## src/rtl/risc_pkg.sv

```systemverilog
// Shared definitions for the RISC interrupt controller: FSM encoding and vector defaults.
package risc_pkg;
    localparam int RISC_INT_VEC_W = 32;
    localparam logic [RISC_INT_VEC_W-1:0] RISC_VEC_BASE = 32'h0000_0100;
    localparam int RISC_VEC_STRIDE = 4;

    typedef enum logic [1:0] {
        IDLE    = 2'd0,
        REQ     = 2'd1,
        SERVICE = 2'd2
    } intc_state_t;
endpackage

```

## src/rtl/risc_prio_enc.sv

```systemverilog
// Fixed-priority encoder: lowest set bit of req wins; idx is 0 when nothing is set.
module risc_prio_enc #(
    parameter int NCH = 8
) (
    input  logic [NCH-1:0] req,
    output logic           valid,
    output logic [4:0]     idx
);
    always_comb begin
        valid = 1'b0;
        idx   = 5'd0;
        // Scan downwards so the last hit is the lowest index.
        for (int i = NCH - 1; i >= 0; i--) begin
            if (req[i]) begin
                valid = 1'b1;
                idx   = 5'(i);
            end
        end
    end
endmodule

```

## src/rtl/risc_int_ctrl.sv

```systemverilog
// Edge-triggered, maskable, fixed-priority interrupt controller with IDLE/REQ/SERVICE handshake.
// Optional nested preemption from SERVICE is enabled with macro RISC_INTC_NESTING_EN.
module risc_int_ctrl
    import risc_pkg::*;
#(
    parameter int                         NCH        = 8,
    parameter logic [RISC_INT_VEC_W-1:0]  VEC_BASE   = RISC_VEC_BASE,
    parameter int                         VEC_STRIDE = RISC_VEC_STRIDE
) (
    input  logic                      clk,
    input  logic                      rst,
    input  logic [NCH-1:0]            irq_in,
    input  logic                      mask_we,
    input  logic [NCH-1:0]            mask_wdata,
    input  logic                      int_ack,
    input  logic                      eoi,
    output logic                      INT,
    output logic [RISC_INT_VEC_W-1:0] int_vec,
    output logic [4:0]                int_id,
    output logic [NCH-1:0]            pending
);
    localparam logic [NCH-1:0] ONE = NCH'(1);

    intc_state_t    state, state_n;
    logic [NCH-1:0] prev, mask, isr;
    logic [NCH-1:0] rise, eligible, req_vec, isr_low, win_oh;
    logic           win_vld, ack_take, eoi_take;
    logic [4:0]     win_idx;
    logic [RISC_INT_VEC_W-1:0] vec_calc;

    assign rise     = irq_in & ~prev;
    assign eligible = pending & ~mask;
    assign isr_low  = isr & (~isr + ONE);
    assign win_oh   = ONE << win_idx;
    assign vec_calc = VEC_BASE + RISC_INT_VEC_W'(win_idx) * RISC_INT_VEC_W'(VEC_STRIDE);

`ifdef RISC_INTC_NESTING_EN
    // Only channels strictly above every in-service bit may compete; all ones when isr is empty.
    logic [NCH-1:0] above;
    assign above   = isr_low - ONE;
    assign req_vec = eligible & above;
`else
    assign req_vec = eligible;
`endif

    risc_prio_enc #(.NCH(NCH)) u_prio (
        .req   (req_vec),
        .valid (win_vld),
        .idx   (win_idx)
    );

    always_ff @(posedge clk or posedge rst) begin
        if (rst) state <= IDLE;
        else     state <= state_n;
    end

    always_comb begin
        state_n  = state;
        ack_take = 1'b0;
        eoi_take = 1'b0;
        case (state)
            IDLE: if (win_vld) state_n = REQ;
            REQ: begin
                if (int_ack) begin
                    ack_take = win_vld;
                    state_n  = (win_vld || (|isr)) ? SERVICE : IDLE;
                end
            end
            SERVICE: begin
                if (eoi) begin
                    eoi_take = 1'b1;
                    state_n  = (|(isr & ~isr_low)) ? SERVICE : IDLE;
                end
`ifdef RISC_INTC_NESTING_EN
                else if (win_vld) state_n = REQ;
`endif
            end
            default: state_n = IDLE;
        endcase
    end

    assign INT = (state == REQ);

    always_ff @(posedge clk or posedge rst) begin
        if (rst) begin
            prev    <= '0;
            mask    <= '1;
            pending <= '0;
            isr     <= '0;
            int_id  <= '0;
            int_vec <= '0;
        end else begin
            prev <= irq_in;
            if (mask_we) mask <= mask_wdata;
            // A new edge wins over the ack clear of the same channel.
            pending <= (pending & ~(ack_take ? win_oh : '0)) | rise;
            if (ack_take) begin
                int_id  <= win_idx;
                int_vec <= vec_calc;
                isr     <= isr | win_oh;
            end else if (eoi_take) begin
                isr <= isr & ~isr_low;
            end
        end
    end
endmodule

```

## config.mk

```make
export PLATFORM = sky130hd
export DESIGN_NAME = risc_int_ctrl
export DESIGN_NICKNAME = d
export VERILOG_FILES = /design/src/rtl/risc_pkg.sv /design/src/rtl/risc_prio_enc.sv /design/src/rtl/risc_int_ctrl.sv
export SDC_FILE = /design/constraint.sdc
export NUM_CORES = 1
export LEC_CHECK = 0
export CAP_MARGIN = 15
export CORE_ASPECT_RATIO = 1.4
export CORE_UTILIZATION = 44
export DETAILED_ROUTE_END_ITERATION = 16
export PLACE_DENSITY = 0.74
export SKIP_LAST_GASP = 1
export SLEW_MARGIN = 20
export SYNTH_ARGS = -nofsm -noshare
export SYNTH_HDL_FRONTEND = slang
export SYNTH_SLANG_ARGS = --single-unit
```

## constraint.sdc

```tcl
create_clock -name clk -period 1.7 [get_ports clk]
set_input_delay 0.425 -clock clk [delete_from_list [all_inputs] [get_ports clk]]
set_output_delay 0.425 -clock clk [all_outputs]
set_load 0.005 [all_outputs]
```

==> results.toml <==
[finish]
postLayoutCoreUtil = 0.612
drive_gt1_frac = 0.256
fill_cells = 380
area_delta_synth_final_pct = 32.3
fin_nets = 274
insertedDiodeCount = 0
final_area_um2 = 2620

[cts]
htree_num_levels = 2
root_buffer = "clkbuf_8"
clk_pin_slew_ns = 0.07
cts.sinks = 38
insertion_delay_ns = 0.29
cts_buffer_depth = 2
cts_buffers = 5
cts_tree = "yes"

[placement]
portBuffers = 36
detailed_place_hpwl_um = 3010
place_congestion = 0.755
post_dp_cell_area_um2 = 2460
place_ws_ns = -0.261

[sta]
max_freq_mhz = 593
slew_viol_final = 0
fin_crit_ns = 1.69
finalSetupTns_ns = 0
hold_viol = 0
fin_ws_ns = 0.0137
finalSetupViolations = 0
finClkSkew_ns = 0.00220
finalCritPeriodShare = 0.992
rsz0062_at_grt = "yes"

[setup_path]
crit_type = "reg -> reg"
cp.arrival_ns = 1.85
r2r-start = "mask[5]"
critPathLaunchType = "flip-flop"
crit_required_ns = 1.87
cp-end-kind = "flip-flop"
cp_max_fo = 4
reg2reg_slack_ns = 0.01
worst_r2r_endpoint = "state[1]"
reg2reg_depth = 5

[grt]
grt_max_degree = 39
grt-ovfl-total = 0
grt_pass1_vias = 1385
antenna_found_initial = 0
grt.total_usage = 0.180
grt_pass1_wl_um = 6290

[routing]
drtPass1Iterations = 4
postRouteAntennaNets = 0
num_vias = 1447
wl_per_cell_um = 12.8
dr_wl_met2_um = 2200
top_layer_used = "met4"
wirelength_um = 4020
post-route-drc-count = 0
wl_met1_um = 1540
drtIter0Drc = 25
viasPerCell = 4.61
wl_met3_um = 165

[logic_synthesis]
syn_area_um2 = 1980
syn_avg_cell_area_um2 = 10.5
ys_types = 43
synth_top_area_share = 0.380
synth-edff-count = 0
ys_seq_area_frac = 0.486
syn_inst = 188
ys_async_sr_fraction = 1.00
synthFlopType = "dfrtp_1"
synthTopCellsByArea = "dfrtp_1, buf_4, dfstp_2"
yosys_warnings = 0
yosysTopAreaCell = "dfrtp_1"
yosys_register_bits = 38

[run_status]
outcome = "finished, final reports clean"

[die]
fp.coreArea_um2 = 4270
start_util = 0.463
rows = 28
die_area_um2 = 4770
chipHeight_um = 81.3
die_w_um = 58.7
io_pins = 67

[power_and_ir_drop]
power.total_w = 0.00328
p_per_area_nw_per_um2 = 1250
p_leak_nw = 1.20
ir_drop_uv = 868

[run]
drv_cap = 0

[hold_path]
worstHoldPathType = "reg -> reg"
worstHoldPathCells = 1
hp-start = "prev[2]"
min_to = "pending[2]"
## synth_stat cells, types with 2 or more instances
master,count
nand2b_1,7
buf_4,33
nor2_1,12
nor4b_4,2
o22a_1,4
o21a_1,4
inv_1,13
mux2_2,7
o21ai_0,12
o41ai_1,2
dfrtp_1,30
nand2_1,7
nand4_1,2
a22o_1,2
a21oi_1,6
nor3_1,5
nor2b_1,5
nand3_1,3
dfstp_2,8
## per-stage QoR
stage                     cells  hold slack, ns
after floorplan             217           0.400
after global placement      301           0.403
after detailed placement    301           0.415
after CTS                   311           0.425
after global routing        314           0.430
final                       314           0.418
## routing by layer
layer | vias up | track usage
li1 | 713 | -
met1 | 680 | 0.205
met2 | 43 | 0.310
met3 | 11 | 0.0414
met4 | 0 | 0.0929
met5 | - | 0
## flip-flops by register name, indices dropped and copies added, names as in the netlist
signal and count:
int_id 2, isr 8, state 2, pending 8
mask 8, prev 8, int_vec 2
## cell type report
type / count / area (um2) / share of cell area
flip-flops and latches: 38 / 961 / 0.367
multi-input cells: 131 / 845 / 0.323
clock buffers: 7 / 86.3 / 0.0330
inverters: 13 / 48.8 / 0.0186
repair buffers: 64 / 597 / 0.228
clock inverters: 1 / 5.00 / 0.00191
well taps: 60 / 75.1 / 0.0287
## cells in the final DEF (no fill, tap or decap), types with 2 or more instances in the layout
cell type,netlist,layout
dfrtp_1,30,30
a21oi_2,1,2
nor2b_1,5,4
clkdlybuf4s50_1,0,34
buf_4,33,26
nor3_1,5,5
o21a_1,4,4
o22a_1,4,4
a22o_1,2,2
mux2_2,7,7
conb_1,1,30
nand3_1,3,3
buf_12,0,2
nor2_1,12,12
dfstp_2,8,8
clkbuf_8,0,6
nand4_1,2,2
inv_1,13,13
nand2b_1,7,7
a21oi_1,6,5
nand2_1,7,7
o21ai_0,12,11
o21ai_2,1,2
nor4b_4,2,2
## power by group
part	internal, W	total, W	switching [W]
Clock	0.000327	0.000619	0.000293
Sequential	0.00112	0.00129	0.000171
Combinational	0.000760	0.00137	0.000614
## worst max-delay path, cell delays in order (launching register included)
cell and delay (ns):
dfstp_2 0.55, nor2b_2 0.05, or2_4 0.27, nor4b_4 0.39, a41o_1 0.23, a221oi_2 0.07
## worst max path at each step
stage                  start  slack [ns]  depth (start not counted)    endpoint
floorplan            mask[2]        0.10                          6    state[1]
global placement     int_ack       -0.21                          6  pending[7]
detailed placement   int_ack       -0.26                          6  pending[7]
CTS                 state[1]      -0.008                          7  pending[7]
global route        state[1]       -0.07                          7  pending[7]
finish               mask[5]        0.01                          5    state[1]
## kinds of logic (layout without fill, tap and decap cells)
logic type	after synthesis	in the layout	synth area share
flops	38	38	0.486
compound gates	40	40	0.139
buf+inv	48	85	0.154
other cells	1	30	0.00190
fa+ha+maj	1	1	0.00506
simple gates	53	53	0.174
mux	7	7	0.0399
## what timing repair did
item / in CTS / in global routing
endpoints found under the setup margin: 2 / 10
gates resized for setup: 1 / 7
hold endpoints to repair: 0 / 0
buffers inserted: 2 / 3
hold buffers: 0 / 0
pin swaps: 1 / 7
No activity file was read; power rests on OpenSTA's default activity.
==> RTL edit (same settings) <==
Take the reset off `pending` and load it in a clocked block of its own.
--- a/src/rtl/risc_int_ctrl.sv
+++ b/src/rtl/risc_int_ctrl.sv
@@ -87,3 +87,2 @@
             mask    <= '1;
-            pending <= '0;
             isr     <= '0;
@@ -95,3 +94,2 @@
             // A new edge wins over the ack clear of the same channel.
-            pending <= (pending & ~(ack_take ? win_oh : '0)) | rise;
             if (ack_take) begin
@@ -105,2 +103,6 @@
     end
+
+    always_ff @(posedge clk) begin
+        pending <= (pending & ~(ack_take ? win_oh : '0)) | rise;
+    end
 endmodule
Function: changed (Yosys sat finds a counterexample within 4 cycles, from zero or initial values and one cycle with rst high).
==> RTL edit against the unedited design <==
  * Sequential cell count unchanged
  * Synthesized area down 2.0%
  * Design area down 4.4%
  * Worst setup slack better by 0.028 ns
  * Routed wire length down 7.0%
  * Total power down 3.0%
  * Global-route usage down 0.84 points
  * Critical path depth up 1
  * Combinational power down 5%
  * Worst hold slack better by 0.0019 ns
  * Largest cell class unchanged
  * Largest power group is now sequential cells
==> RTL edit: results (changes against the unedited design) <==
Status: finished, final reports clean
Post-synthesis cell type count: 44 (+2.3%)
DR pass1 iterations: 4 (unchanged)
Commonest cells post-synth: buf_4, dfrtp_1, inv_1
Critical Path Start: mask[4]$_DFFE_PP1P_
CTS root buffer: clkbuf_8
Ranking of synthesized cells by area: dfrtp_1, buf_4, dfstp_2
I/O Buffers: 36 (unchanged)
Worst-Margin Slew: 0.465 ns
Vias/cell: 4.69 (+1.8%)
CP Data Arrival Time: 1.84 ns
CP max FO: 4 (unchanged)
FFs w/ async S/R, synth: 0.789 (-0.211)
Worst slack, placed: -0.253 ns (+0.00747 ns)
Top_reg_cell synth: dfrtp_1
Pin count of the biggest net entering global routing: 31 (-21%)
Clk buf depth: 2 (unchanged)
Share of cells above drive strength 1: 0.233 (-0.0230)
Hold Fails Final Rpt: 0 (unchanged)
DR iter-0 viols: 32 (+28%)
Worst hold path class: reg2reg
Number of warning messages in the yosys log: 0 (unchanged)
Fin nets: 269 (-1.8%)
Minimum clock period after layout: 1.66 ns (-0.0284 ns)
Post-synthesis mux area share: 0.0407 (+0.000823)
Post-DP HPWL: 2.89 mm (-4.0%)
RR Endpoint: int_id[0]$_DFFE_PP0P_
Compound-Gate Fraction of Synth Area: 0.142 (+0.00287)
Register-to-register setup slack: 0.04 ns (+0.03 ns)
Initial antenna violation count: 0 (unchanged)
Clock slew at reported path FFs: 0.07 ns (about the same)
Post-synthesis adder-cell area fraction: 0.00516 (+0.000105)
Max VDD drop: 1090 uV (+26%)
Sequential area share after synthesis: 0.475 (-0.0106)
Clk Latency, worst-skew pair: 0.29 ns (about the same)
WL final: 3.73 mm (-7.0%)
Filler Cells Inserted: 391 (+2.9%)
First-pass GRT wire length: 5.98 mm (-5.0%)
Gr usage total: 0.171 (-0.00839)
Internal power: 2.13 mW (-3.4%)
Vias in the first global route: 1,338 (-3.4%)
CP max stage cell: dfstp_2
RePlAce Congestion: 0.784 (+3.9%)
Skew final: 0.00543 ns (+0.00323 ns)
Critical path class: reg2reg
Largest stage delay, worst path: 0.53 ns (-0.02 ns)
Cts bufs inserted: 5 (unchanged)
Post-Synth XOR/XNOR Area: 0 (unchanged)
Leakage: 1.16 nW (-3.2%)
Antenna cell count: 0 (unchanged)
CTS H-tree depth: 2 (unchanged)
Reg2reg path depth: 6 (+1)
## RTL edit: power groups by stage
stage               clock [mW]  sequential [mW]  combinational, mW
finish                   0.582             1.30               1.30
global route             0.637             1.33               1.43
CTS                      0.600             1.29               1.28
detailed placement           0             1.31               1.26
global placement             0             1.29               1.22
floorplan                    0             1.31              0.733
## RTL edit: how the worst min path moves through the flow
stage | startpoint | endpoint | slack [ns] | depth (start not counted)
global route | prev[4]$_DFF_PP0_ | pending[4]$_DFF_P_ | 0.44 | 1
finish | prev[0]$_DFF_PP0_ | pending[0]$_DFF_P_ | 0.42 | 1
CTS | prev[0]$_DFF_PP0_ | pending[0]$_DFF_P_ | 0.42 | 1
global placement | prev[3]$_DFF_PP0_ | pending[3]$_DFF_P_ | 0.41 | 1
floorplan | prev[0]$_DFF_PP0_ | pending[0]$_DFF_P_ | 0.40 | 1
detailed placement | prev[0]$_DFF_PP0_ | pending[0]$_DFF_P_ | 0.41 | 1
## RTL edit: repair_timing
item / 4_1_cts / 5_1_grt
gates cloned: 0 / 0
setup buffers: 1 / 0
gates resized for setup: 1 / 6
pin swaps: 1 / 3
endpoints found under the setup margin: 2 / 9
## RTL edit: per-layer routing
| layer | wire length (microns) | track usage |
|---|---|---|
| met5 | 0 | 0 |
| met4 | 80 | 0.0738 |
| met3 | 148 | 0.0386 |
| met2 | 1980 | 0.305 |
| met1 | 1530 | 0.192 |
## RTL edit: cell type report
cell class | instances | area [sq um] | share of cell area
sequential | 38 | 922 | 0.369
multi-input combinational | 131 | 841 | 0.336
timing repair buffer | 59 | 534 | 0.214
clock buffer | 8 | 80.1 | 0.0320
tap | 60 | 75.1 | 0.0300
inverter | 13 | 48.8 | 0.0195
## RTL edit: critical path: cells and delay by family (launching register included)
kind | cells | cell delay [ns]
and+or+nand+nor | 3 | 0.70
DFF | 1 | 0.53
buffers and inverters | 1 | 0.19
AOI/OAI and AO/OA | 2 | 0.14
## RTL edit: through the flow
stage / hold slack (ns) / area, sq um / instances
2_1_floorplan: 0.403 / 2050 / 217
3_3_place_gp: 0.406 / 2390 / 300
3_5_place_dp: 0.411 / 2390 / 300
4_1_cts: 0.421 / 2480 / 309
5_1_grt: 0.445 / 2500 / 309
6_report: 0.419 / 2500 / 309
## RTL edit: logic make-up (layout without fill, tap and decap cells)
| kind of cell | count (synthesis) | in the layout |
|---|---|---|
| flops | 38 | 38 |
| compound gates | 40 | 40 |
| buf+inv | 48 | 80 |
| mux | 7 | 7 |
| fa+ha+maj | 1 | 1 |
| simple gates | 53 | 53 |
| other cells | 1 | 30 |
